===== src/rtl/ibex_data_bus_arbiter.sv =====
// Shares the core data-memory port (req/gnt/rvalid) between the LSU and a
// secondary master (DMA/debug). The selected request is forwarded to the bus
// combinationally. An in-order owner FIFO routes each response back to the
// master that issued it, and lsu_lock_i keeps split LSU accesses atomic.
//
// Ports
//   clk_i, rst_i            clock, synchronous active-high reset
//   lsu_*_i / lsu_*_o       LSU request (addr/we/be/wdata/lock), gnt/rvalid/err
//   dma_*_i / dma_*_o       secondary master request, gnt/rvalid/err
//   rdata_o                 bus read data passed through to both masters
//   data_*_o / data_*_i     shared data bus request and response
//   outstanding_o           owner FIFO occupancy
//   spurious_rvalid_o       sticky flag: response seen with no owner queued
module ibex_data_bus_arbiter #(
    parameter int unsigned MAX_OUTSTANDING = 2
) (
    input  logic        clk_i,
    input  logic        rst_i,

    input  logic        lsu_req_i,
    input  logic [31:0] lsu_addr_i,
    input  logic        lsu_we_i,
    input  logic [3:0]  lsu_be_i,
    input  logic [31:0] lsu_wdata_i,
    input  logic        lsu_lock_i,
    output logic        lsu_gnt_o,
    output logic        lsu_rvalid_o,
    output logic        lsu_err_o,

    input  logic        dma_req_i,
    input  logic [31:0] dma_addr_i,
    input  logic        dma_we_i,
    input  logic [3:0]  dma_be_i,
    input  logic [31:0] dma_wdata_i,
    output logic        dma_gnt_o,
    output logic        dma_rvalid_o,
    output logic        dma_err_o,

    output logic [31:0] rdata_o,

    output logic        data_req_o,
    output logic [31:0] data_addr_o,
    output logic        data_we_o,
    output logic [3:0]  data_be_o,
    output logic [31:0] data_wdata_o,
    input  logic        data_gnt_i,
    input  logic        data_rvalid_i,
    input  logic        data_err_i,
    input  logic [31:0] data_rdata_i,

    output logic [2:0]  outstanding_o,
    output logic        spurious_rvalid_o
);

    localparam int unsigned PTR_W = (MAX_OUTSTANDING > 1) ? $clog2(MAX_OUTSTANDING) : 1;
    localparam logic [2:0]       DEPTH    = 3'(MAX_OUTSTANDING);
    localparam logic [PTR_W-1:0] LAST_PTR = PTR_W'(MAX_OUTSTANDING - 1);

    localparam logic [1:0] ARB_IDLE = 2'd0;
    localparam logic [1:0] ARB_LSU  = 2'd1;
    localparam logic [1:0] ARB_DMA  = 2'd2;

    // Owner id encoding: 0 = LSU, 1 = DMA (also used for the rr pointer).
    logic [1:0]       state_q, state_d;
    logic             rr_q, rr_d;
    logic             owner_q [MAX_OUTSTANDING];
    logic [PTR_W-1:0] wr_ptr_q, rd_ptr_q;
    logic [2:0]       count_q;
    logic             spurious_q;

    logic sel_dma, sel_req, fifo_full, fifo_empty, bus_req, bus_gnt, head_dma, rsp_ok;

    function automatic logic [PTR_W-1:0] ptr_inc(input logic [PTR_W-1:0] p);
        return (p == LAST_PTR) ? '0 : p + PTR_W'(1);
    endfunction

    // Requester selection: frozen owner while a request is pending, else round-robin.
    always_comb begin
        sel_dma = 1'b0;
        case (state_q)
            ARB_LSU: sel_dma = 1'b0;
            ARB_DMA: sel_dma = 1'b1;
            default: sel_dma = rr_q ? (dma_req_i | ~lsu_req_i) : (dma_req_i & ~lsu_req_i);
        endcase
    end

    assign sel_req    = sel_dma ? dma_req_i : lsu_req_i;
    assign fifo_full  = (count_q == DEPTH);
    assign fifo_empty = (count_q == 3'd0);
    // Full blocks requests regardless of a same-cycle pop: no rvalid->req path.
    assign bus_req    = sel_req & ~fifo_full & ~rst_i;
    assign bus_gnt    = bus_req & data_gnt_i;
    assign head_dma   = owner_q[rd_ptr_q];
    assign rsp_ok     = data_rvalid_i & ~fifo_empty & ~rst_i;

    // Bus-side mux.
    assign data_req_o   = bus_req;
    assign data_addr_o  = sel_dma ? dma_addr_i  : lsu_addr_i;
    assign data_we_o    = sel_dma ? dma_we_i    : lsu_we_i;
    assign data_be_o    = sel_dma ? dma_be_i    : lsu_be_i;
    assign data_wdata_o = sel_dma ? dma_wdata_i : lsu_wdata_i;

    // Master-side grant and response routing.
    assign lsu_gnt_o    = bus_gnt & ~sel_dma;
    assign dma_gnt_o    = bus_gnt &  sel_dma;
    assign lsu_rvalid_o = rsp_ok & ~head_dma;
    assign dma_rvalid_o = rsp_ok &  head_dma;
    assign lsu_err_o    = lsu_rvalid_o & data_err_i;
    assign dma_err_o    = dma_rvalid_o & data_err_i;
    assign rdata_o      = data_rdata_i;

    assign outstanding_o     = count_q;
    assign spurious_rvalid_o = spurious_q;

    // Next-state and round-robin pointer update.
    always_comb begin
        state_d = state_q;
        rr_d    = rr_q;
        case (state_q)
            ARB_IDLE: begin
                if (bus_gnt) begin
                    if (!sel_dma && lsu_lock_i) state_d = ARB_LSU;
                    else                        rr_d    = ~sel_dma;
                end else if (sel_req) begin
                    state_d = sel_dma ? ARB_DMA : ARB_LSU;
                end
            end
            ARB_LSU: begin
                if ((bus_gnt && !lsu_lock_i) || (!lsu_req_i && !lsu_lock_i)) begin
                    state_d = ARB_IDLE;
                    rr_d    = 1'b1;
                end
            end
            ARB_DMA: begin
                if (bus_gnt) begin
                    state_d = ARB_IDLE;
                    rr_d    = 1'b0;
                end
            end
            default: state_d = ARB_IDLE;
        endcase
    end

    // State, owner FIFO and sticky spurious flag.
    always_ff @(posedge clk_i) begin
        if (rst_i) begin
            state_q    <= ARB_IDLE;
            rr_q       <= 1'b0;
            wr_ptr_q   <= '0;
            rd_ptr_q   <= '0;
            count_q    <= 3'd0;
            spurious_q <= 1'b0;
            for (int i = 0; i < int'(MAX_OUTSTANDING); i++) owner_q[i] <= 1'b0;
        end else begin
            state_q <= state_d;
            rr_q    <= rr_d;
            if (bus_gnt) begin
                owner_q[wr_ptr_q] <= sel_dma;
                wr_ptr_q          <= ptr_inc(wr_ptr_q);
            end
            if (rsp_ok) rd_ptr_q <= ptr_inc(rd_ptr_q);
            case ({bus_gnt, rsp_ok})
                2'b10:   count_q <= count_q + 3'd1;
                2'b01:   count_q <= count_q - 3'd1;
                default: count_q <= count_q;
            endcase
            if (data_rvalid_i && fifo_empty) spurious_q <= 1'b1;
        end
    end

endmodule


===== config.mk =====
export PLATFORM = sky130hd
export DESIGN_NAME = ibex_data_bus_arbiter
export DESIGN_NICKNAME = d
export VERILOG_FILES = /design/src/rtl/ibex_data_bus_arbiter.sv
export SDC_FILE = /design/constraint.sdc
export NUM_CORES = 1
export LEC_CHECK = 0
export ABC_AREA = 1
export CELL_PAD_IN_SITES_DETAIL_PLACEMENT = 0
export CELL_PAD_IN_SITES_GLOBAL_PLACEMENT = 2
export CORE_ASPECT_RATIO = 2
export CORE_MARGIN = 10
export CORE_UTILIZATION = 10
export DETAILED_ROUTE_END_ITERATION = 12
export HOLD_SLACK_MARGIN = 0.15
export PLACE_DENSITY = 0.95
export REMOVE_ABC_BUFFERS = 1
export SYNTH_ARGS = -nofsm -noshare
export SYNTH_HDL_FRONTEND = slang
export SYNTH_SLANG_ARGS = --single-unit

===== constraint.sdc =====
create_clock -name clk_i -period 6.95 [get_ports clk_i]
set_input_delay 0.695 -clock clk_i [delete_from_list [all_inputs] [get_ports clk_i]]
set_output_delay 0.695 -clock clk_i [all_outputs]
set_load 0.005 [all_outputs]

==> run_results.csv, run 1 <==
group,metric,value,unit
sta,maxSlewViolCount,0,
synth,synthTopCellsByArea,"nand2_1 (46%), buf_4 (13%), dfxtp_1 (11%)",
pwr,vdd_drop_max,0.000215,V
grt,grt_pass1_vias,2859,
sta,setup_viol,0,
sta,finalSetupTns,0,ns
clock_network,post_cts_buffers,0,
floorplanning,io_pins,290,
setup_path,crit_required,6.25,ns
final_layout,nNetsFinal,729,
grt,grt_usage,0.0934,
route,drt-initial-drc-count,111,
placed_design,place_hpwl,10.9,mm
setup_path,path_max_fanout,43,
route,ant_nets,0,
clock_network,cts_resized,0,
floorplanning,die_h,212,um
route,drt-pass1-iter-count,6,
setup_path,start_kind,"primary input",
synth,synth_top_family_by_area,"simple AND/OR/NAND/NOR gates",
sta,grt_setup_unrepaired,"false",
sta,hold_slack,0.446,ns
floorplanning,rows,70,
setup_path,critPathCaptureType,"output pin",
clock_network,cts_buffer_depth,2,
clock_network,cts_root_buffer,"clkbuf_16",
clock_network,clkLatencyLatePin,0.24,ns
route,routed_wl,12.5,mm
sta,setup_ws,3.06,ns
clock_network,htreeDepth,1,
sta,max_freq,257,MHz
route,wire_per_inst,16.4,um
placed_design,pre_cts_ws,2.99,ns
synth,synth-compound-area-share,0.0688,
placed_design,gp_congestion,0.776,
run,maxCapViolations,0,
route,vias,2754,
pwr,intPower,886,uW
synth,avgSynthCellArea,5.11,um^2
pwr,p_sw_frac,0.441,
floorplanning,dieArea,0.0245,mm^2
sta,post-route-period-util,0.560,
sta,max_slew.worst_pin.slew,0.781,ns
pwr,p_switching,698,uW
grt,grt-ovfl-total,0,
synth,synth-xor-area-share,0.00477,
pwr,combinationalPowerShare,0.861,
grt,grt_pass1_wl,17.2,mm
worst_hold_path,min_path_type,"reg -> reg",
synth,yosys_register_bits,12,
outcome,run_status,"finished clean",
sta,relSlewSlack,0.479,
floorplanning,core,0.0182,mm^2
route,viasPerCell,3.62,
sta,hold_viol_final,0,
setup_path,regToRegSetupSlack,3.67,ns
synth,yosysUniqueCellTypes,25,
synth,synth_top_area_frac,0.457,
setup_path,worst_ep_arrival_time,3.20,ns
synth,synthSimpleGateAreaFrac,0.535,
synth,seq_area_frac_synth,0.142,
synth,syn_inst,360,
synth,synthAdderAreaFrac,0.0449,
synth,yosys-mux-area-fraction,0,
clock_network,hold_buffers,0,
clock_network,numCtsBuffers,3,
synth,syn_area,0.00184,mm^2
synth,synth_top_cell_by_area,"nand2_1",
sta,fin_skew,0.00138,ns
pwr,p_clk_frac,0.075,
floorplanning,fp.dieW,116,um
clock_network,clk_pin_slew_worst_paths,0.05,ns
final_layout,most-common-layout-cells,"clkdlybuf4s50_1 (225), nand2_1 (223), inv_1 (17)",
grt,grt_max_degree,74,
clock_network,cts_tree,"built",
pwr,power_frac_seq,0.064,
final_layout,final_common_cell,"clkdlybuf4s50_1",
final_layout,area_delta_synth_final,127,%
sta,timing.final.crit_period,3.89,ns
placed_design,io_buffers,225,
clock_network,numClockSinks,12,
final_layout,drive_above_1_share,0.0276,
grt,antenna_found_initial,1,
pwr,totalPowerFinal,1.58,mW
floorplanning,start_util,0.101,
route,drc,0,
pwr,p_leak,1.88,nW
setup_path,crit_type,"in -> out",
synth,yosys_warnings,0,
pwr,powerDensity,380,mW/mm^2
==> Yosys cell counts <==
cell type  count
nand2_1      224
a21oi_1       10
o21ai_2        1
o21ai_0        7
ha_1           5
fa_1           1
a22oi_1        1
nor3_1         2
inv_2          2
nand2_2        2
edfxtp_1       2
inv_1         17
nand3_1        7
o31ai_1        1
dfxtp_1       10
buf_6          1
clkbuf_1      13
buf_2          1
nand4_1        2
nor2_1        14
buf_4         32
nand3b_1       1
xor2_1         1
nand4_2        1
a21oi_2        2
==> flip-flops by register name, indices dropped and copies added, names as in the netlist, named ones only <==
name	flops
wr_ptr_q	1
owner_q	2
state_q	2
rr_q	1
outstanding_o	3
rd_ptr_q	1
spurious_rvalid_o	1
==> worst max-delay path, cell delays in order <==
cell,delay (ns)
clkdlybuf4s50_1,0.57
a21oi_2,0.09
nand2_1,0.11
nand2_2,0.07
inv_2,0.41
buf_4,0.49
nand2_1,0.09
nand2_1,0.12
clkdlybuf4s50_1,0.53
==> layout make-up <==
cell class / instances / area (um^2)
diodes: 1 / 2.50
fillers: 2092 / 14100
multi-input cells: 282 / 1200
inverters: 19 / 71.3
clock buffers: 4 / 88.8
repair buffers: 227 / 2270
flip-flops and latches: 12 / 260
well taps: 216 / 270
==> kinds of logic after synthesis <==
kind of cell             Yosys count
AND/OR/NAND/NOR                  253
buffers and inverters             66
AO/OA/AOI/OAI                     22
flip-flops                        12
adder cells (fa/ha/maj)            6
XOR/XNOR                           1
==> metal layers <==
| metal | wire length [um] | global-route usage | vias to the layer above |
|---|---|---|---|
| li1 | - | - | 1430 |
| met1 | 4160 | 0.0862 | 1145 |
| met2 | 6420 | 0.165 | 169 |
| met3 | 1700 | 0.0607 | 8 |
| met4 | 93 | 0.0174 | 2 |
| met5 | 84 | 0.0288 | - |
==> power groups by stage <==
stage | clock network [mW] | logic (mW) | registers [mW]
final | 0.119 | 1.36 | 0.101
after global routing | 0.125 | 1.52 | 0.103
after CTS | 0.122 | 1.42 | 0.101
after detailed placement | 0 | 1.41 | 0.102
after global placement | 0 | 1.41 | 0.102
after floorplan | 0 | 0.565 | 0.0997
==> worst paths after layout <==
check | from | cells past startpoint | to
setup / recovery | dma_req_i | 9 | data_addr_o[4]
hold / removal | spurious_rvalid_o | 2 | spurious_rvalid_o
setup reg to reg | state_q[0] | 15 | outstanding_o[2]
hold reg to reg | spurious_rvalid_o | 2 | spurious_rvalid_o
==> per-stage QoR <==
stage	instances	cell area, um^2	utilization
after floorplan	313	1530	-
after global placement	756	4070	0.224
after detailed placement	756	4070	0.224
after CTS	760	4160	0.228
after global routing	761	4160	0.229
final	761	4160	0.229
Note: power is estimated with default switching activity, not from simulation.
==> inputs of run 2 (changes only) <==
==> constraint.sdc (replaced) <==
create_clock -name clk_i -period 3.5 [get_ports clk_i]
set_input_delay 0.35 -clock clk_i [delete_from_list [all_inputs] [get_ports clk_i]]
set_output_delay 0.35 -clock clk_i [all_outputs]
set_load 0.005 [all_outputs]
==> run 2 against run 1 <==
Compared with the run above: sequential power increased by 98%; via count increased by 1.1%; clock skew increased by 0.0030 ns; worst hold slack got worse by 0.0017 ns; flip-flop and latch count unchanged; critical path depth unchanged; global-route usage increased by 0.43 points; combinational power increased by 100%; die area unchanged; critical endpoint is now data_wdata_o[6]; largest power group unchanged.
==> run_results.csv, run 2 (synthesis results as in run 1) <==
group,metric,value,unit
floorplanning,die_h,212,um
grt,grt_pass1_vias,2914,
placed_design,dp_cells,758,
clock_network,clk_pin_slew_worst_paths,0.05,ns
setup_path,worst_ep_arrival_time,2.60,ns
final_layout,drive_above_1_share,0.0293,
outcome,run_status,"finished clean",
grt,grt-ovfl-total,0,
floorplanning,fp.dieW,116,um
final_layout,most-common-layout-cells,"clkdlybuf4s50_1 (225), nand2_1 (223), inv_1 (17)",
grt,grt_use_met3,0.0646,
grt,grt_util_met1,0.0897,
pwr,powerDensity,764,mW/mm^2
floorplanning,start_util,0.101,
setup_path,path_max_fanout,40,
pwr,p_leak,1.88,nW
sta,grt_setup_unrepaired,"false",
setup_path,start_kind,"register",
worst_hold_path,min_path_type,"reg -> reg",
floorplanning,rows,70,
placed_design,io_buffers,225,
route,drc,0,
floorplanning,dieArea,0.0245,mm^2
route,drt-pass1-iter-count,4,
clock_network,cts_resized,0,
final_layout,final.fill_count,2057,
sta,timing.final.crit_period,2.95,ns
grt,top_usage_layer,"met2",
setup_path,critPathCaptureType,"output pin",
grt,antenna_found_initial,0,
final_layout,stdcell_area,0.00417,mm^2
pwr,vdd_drop_max,0.000495,V
grt,grt_max_degree,43,
final_layout,nNetsFinal,731,
clock_network,post_cts_buffers,0,
sta,max_slew.worst_pin.slew,0.455,ns
sta,post-route-period-util,0.842,
final_layout,largest_reg_flops,3,
clock_network,clkLatencyLatePin,0.25,ns
run,maxCapViolations,0,
setup_path,crit_type,"reg -> out",
sta,hold_viol_final,0,
pwr,totalPowerFinal,3.18,mW
placed_design,place_hpwl,11.1,mm
grt,grtUsageMet2,0.175,
sta,setup_viol,0,
final_layout,final_common_cell,"clkdlybuf4s50_1",
placed_design,pre_cts_ws,0.668,ns
sta,relSlewSlack,0.697,
clock_network,numCtsBuffers,3,
floorplanning,io_pins,290,
sta,setup_ws,0.552,ns
final_layout,antenna_cells,0,
placed_design,place_area,0.00409,mm^2
final_layout,fin_cells,762,
clock_network,cts_tree,"built",
route,ant_nets,0,
route,viasPerCell,3.65,
final_layout,seqCellArea,260,um^2
sta,max_freq,339,MHz
clock_network,cts_root_buffer,"clkbuf_16",
placed_design,gp_congestion,0.799,
final_layout,multi_input_area,0.00120,mm^2
clock_network,cts_buffer_depth,2,
route,vias,2783,
grt,grt_pass1_wl,17.9,mm
floorplanning,core,0.0182,mm^2
route,wire_per_inst,16.7,um
setup_path,crit_required,3.15,ns
final_layout,area_delta_synth_final,127,%
sta,maxSlewViolCount,0,
clock_network,htreeDepth,1,
sta,finalSetupTns,0,ns
grt,grt_usage,0.0977,
clock_network,numClockSinks,12,
route,drt-initial-drc-count,83,
final_layout,postLayoutCoreUtil,0.229,
clock_network,hold_buffers,0,
sta,hold_slack,0.444,ns
sta,fin_skew,0.00434,ns
route,routed_wl,12.7,mm
-- run 2: per-layer routing --
metal / part of all wire / vias to the layer above
met4: 0.0056 / 2
met2: 0.52 / 177
met1: 0.32 / 1159
met5: 0.0066 / -
li1: - / 1436
met3: 0.15 / 9
-- run 2: worst paths after layout --
path | start | cells after the start | slack, ns | endpoint
hold / removal | spurious_rvalid_o | 2 | 0.44 | spurious_rvalid_o
setup / recovery | state_q[0] | 9 | 0.55 | data_wdata_o[6]
setup reg to reg | state_q[0] | 14 | 0.73 | outstanding_o[2]
hold reg to reg | spurious_rvalid_o | 2 | 0.44 | spurious_rvalid_o
-- run 2: layout make-up --
| cell class | instances | share of cell area |
|---|---|---|
| tap | 216 | 0.0649 |
| sequential | 12 | 0.0625 |
| timing repair buffer | 229 | 0.548 |
| clock inverter | 1 | 0.000901 |
| multi-input combinational | 282 | 0.289 |
| clock buffer | 3 | 0.0180 |
| inverter | 19 | 0.0171 |
-- run 2: critical path, stage by stage (launching register included) --
cell and delay [ns]:
dfxtp_1 0.38, inv_1 0.08, ha_1 0.34, a21oi_2 0.14
nand2_1 0.11, nand2_2 0.14, buf_4 0.39, nand2_1 0.10
nand2_1 0.08, clkdlybuf4s50_1 0.55
-- run 2: report_power, final --
| part | internal [mW] | switching [mW] |
|---|---|---|
| Clock | 0.151 | 0.0658 |
| Sequential | 0.175 | 0.0258 |
| Combinational | 1.43 | 1.34 |
| Total | 1.75 | 1.43 |
==> inputs of run 3 (changes only) <==
==> constraint.sdc (replaced) <==
create_clock -name clk_i -period 2.75 [get_ports clk_i]
set_input_delay 0.275 -clock clk_i [delete_from_list [all_inputs] [get_ports clk_i]]
set_output_delay 0.275 -clock clk_i [all_outputs]
set_load 0.005 [all_outputs]
==> run 3 against run 2 <==
Compared with the run above: total power is 39% higher; clock skew hardly changed; critical path depth stayed put; sequential power is 28% higher; combinational power is 42% higher; setup slack worse by 0.40 ns; first-iteration DRC count is 64% higher; flip-flop and latch count stayed put; worst hold slack better by 0.00082 ns; register-to-register slack worse by 0.44 ns; count of clock-buffer cells in the layout stayed put; global-route usage is 0.41 points lower; critical endpoint is now data_req_o.
==> run_results.csv, run 3 (synthesis results as in run 1) <==
group,metric,value,unit
outcome,run_status,"finished clean",
route,ant_nets,0,
route,routed_wl,13.0,mm
route,vias,2770,
floorplanning,fp.dieW,116,um
placed_design,dp_cells,760,
final_layout,area_delta_synth_final,134,%
floorplanning,core,0.0182,mm^2
route,wire_per_inst,17.0,um
setup_path,worst_ep_arrival_time,2.33,ns
clock_network,cts_root_buffer,"clkbuf_16",
setup_path,critPathCaptureType,"output pin",
pwr,powerDensity,1030,mW/mm^2
route,drc,0,
floorplanning,die_h,212,um
final_layout,multi_input_area,0.00122,mm^2
route,drt-initial-drc-count,136,
sta,maxSlewViolCount,0,
sta,hold_viol_final,0,
final_layout,largest_reg_flops,3,
sta,setup_viol,0,
setup_path,crit_type,"reg -> out",
sta,max_freq,384,MHz
sta,timing.final.crit_period,2.60,ns
run,maxCapViolations,0,
placed_design,io_buffers,225,
pwr,p_leak,1.95,nW
grt,grt_pass1_wl,17.2,mm
setup_path,crit_chain,"inv_1 > ha_1 > a21oi_2 > nand2_2 > nand2_8 > buf_12 > nand2_2 > a21oi_2 > clkdlybuf4s50_1",
clock_network,numClockSinks,12,
placed_design,gp_congestion,0.751,
sta,fin_skew,0.00413,ns
route,drt-pass1-iter-count,4,
final_layout,nNetsFinal,735,
route,viasPerCell,3.62,
final_layout,seqCellArea,263,um^2
floorplanning,rows,70,
grt,grt_usage,0.0936,
placed_design,place_hpwl,11.0,mm
pwr,vdd_drop_max,0.000470,V
setup_path,critPathMaxStageDelay,0.52,ns
setup_path,crit_slowest_cell,"clkdlybuf4s50_1",
clock_network,numCtsBuffers,3,
grt,grt_pass1_vias,2788,
final_layout,fin_cells,766,
floorplanning,start_util,0.101,
final_layout,most-common-layout-cells,"clkdlybuf4s50_1 (224), nand2_1 (221), inv_1 (17)",
clock_network,cts_buffer_depth,2,
final_layout,stdcell_area,0.00430,mm^2
setup_path,crit_required,2.48,ns
floorplanning,dieArea,0.0245,mm^2
clock_network,clkLatencyLatePin,0.24,ns
final_layout,antenna_cells,0,
clock_network,htreeDepth,1,
clock_network,post_cts_buffers,0,
grt,grt_max_degree,55,
sta,relSlewSlack,0.737,
grt,antenna_found_initial,0,
placed_design,place_area,0.00413,mm^2
sta,max_slew.worst_pin.slew,0.390,ns
final_layout,drive_above_1_share,0.0455,
floorplanning,io_pins,290,
sta,grt_setup_unrepaired,"false",
worst_hold_path,min_path_type,"reg -> reg",
setup_path,start_kind,"register",
grt,grt-ovfl-total,0,
final_layout,final_common_cell,"clkdlybuf4s50_1",
sta,post-route-period-util,0.946,
clock_network,clk_pin_slew_worst_paths,0.05,ns
final_layout,final.fill_count,2051,
clock_network,cts_tree,"built",
setup_path,path_max_fanout,25,
final_layout,postLayoutCoreUtil,0.236,
## run 3: layout make-up
cell class,instances,share of cell area
repair buffers,233,0.556
multi-input cells,282,0.285
well taps,216,0.0628
flip-flops and latches,12,0.0611
clock buffers,3,0.0175
inverters,19,0.0172
clock inverters,1,0.000873
## run 3: worst max-delay path: cells and delay by family (launching register included)
| kind | cells | cell delay (ns) |
|---|---|---|
| compound gates | 2 | 0.29 |
| fa+ha+maj | 1 | 0.34 |
| buf+inv | 3 | 0.77 |
| flops | 1 | 0.35 |
| simple gates | 3 | 0.33 |
## run 3: path summary, 6_finish.rpt
check,from,endpoint,slack [ns],cells past startpoint
setup reg to reg,state_q[0],outstanding_o[2],0.29,14
setup / recovery,state_q[0],data_req_o,0.15,9
hold reg to reg,spurious_rvalid_o,spurious_rvalid_o,0.44,2
hold / removal,spurious_rvalid_o,spurious_rvalid_o,0.44,2
## run 3: stage by stage
| stage | worst slack (ns) | hold WS (ns) | setup TNS, ns | power [mW] |
|---|---|---|---|---|
| 2_1_floorplan | -0.827 | 0.344 | -48.84 | 1.68 |
| 3_3_place_gp | 0.218 | 0.437 | 0 | 3.98 |
| 3_5_place_dp | 0.187 | 0.440 | 0 | 3.96 |
| 4_1_cts | 0.0478 | 0.447 | 0 | 4.27 |
| 5_1_grt | 0.00714 | 0.485 | 0 | 4.84 |
| 6_report | 0.148 | 0.445 | 0 | 4.44 |
## run 3: what timing repair did
item,in CTS,in global routing
pin swaps,0,1
setup endpoints to repair,2,73
cloned,0,2
gates resized for setup,1,13
hold buffers,0,0
## run 3: routing by layer
layer,track usage,part of all wire
met3,0.0578,0.13
met2,0.167,0.52
met5,0.0288,0.0065
met1,0.0883,0.34
met4,0.0139,0.0047
## run 3: power breakdown
group	internal (mW)	total (mW)	switching [mW]
logic	2.06	3.91	1.85
registers	0.225	0.257	0.0327
clock network	0.192	0.272	0.0802
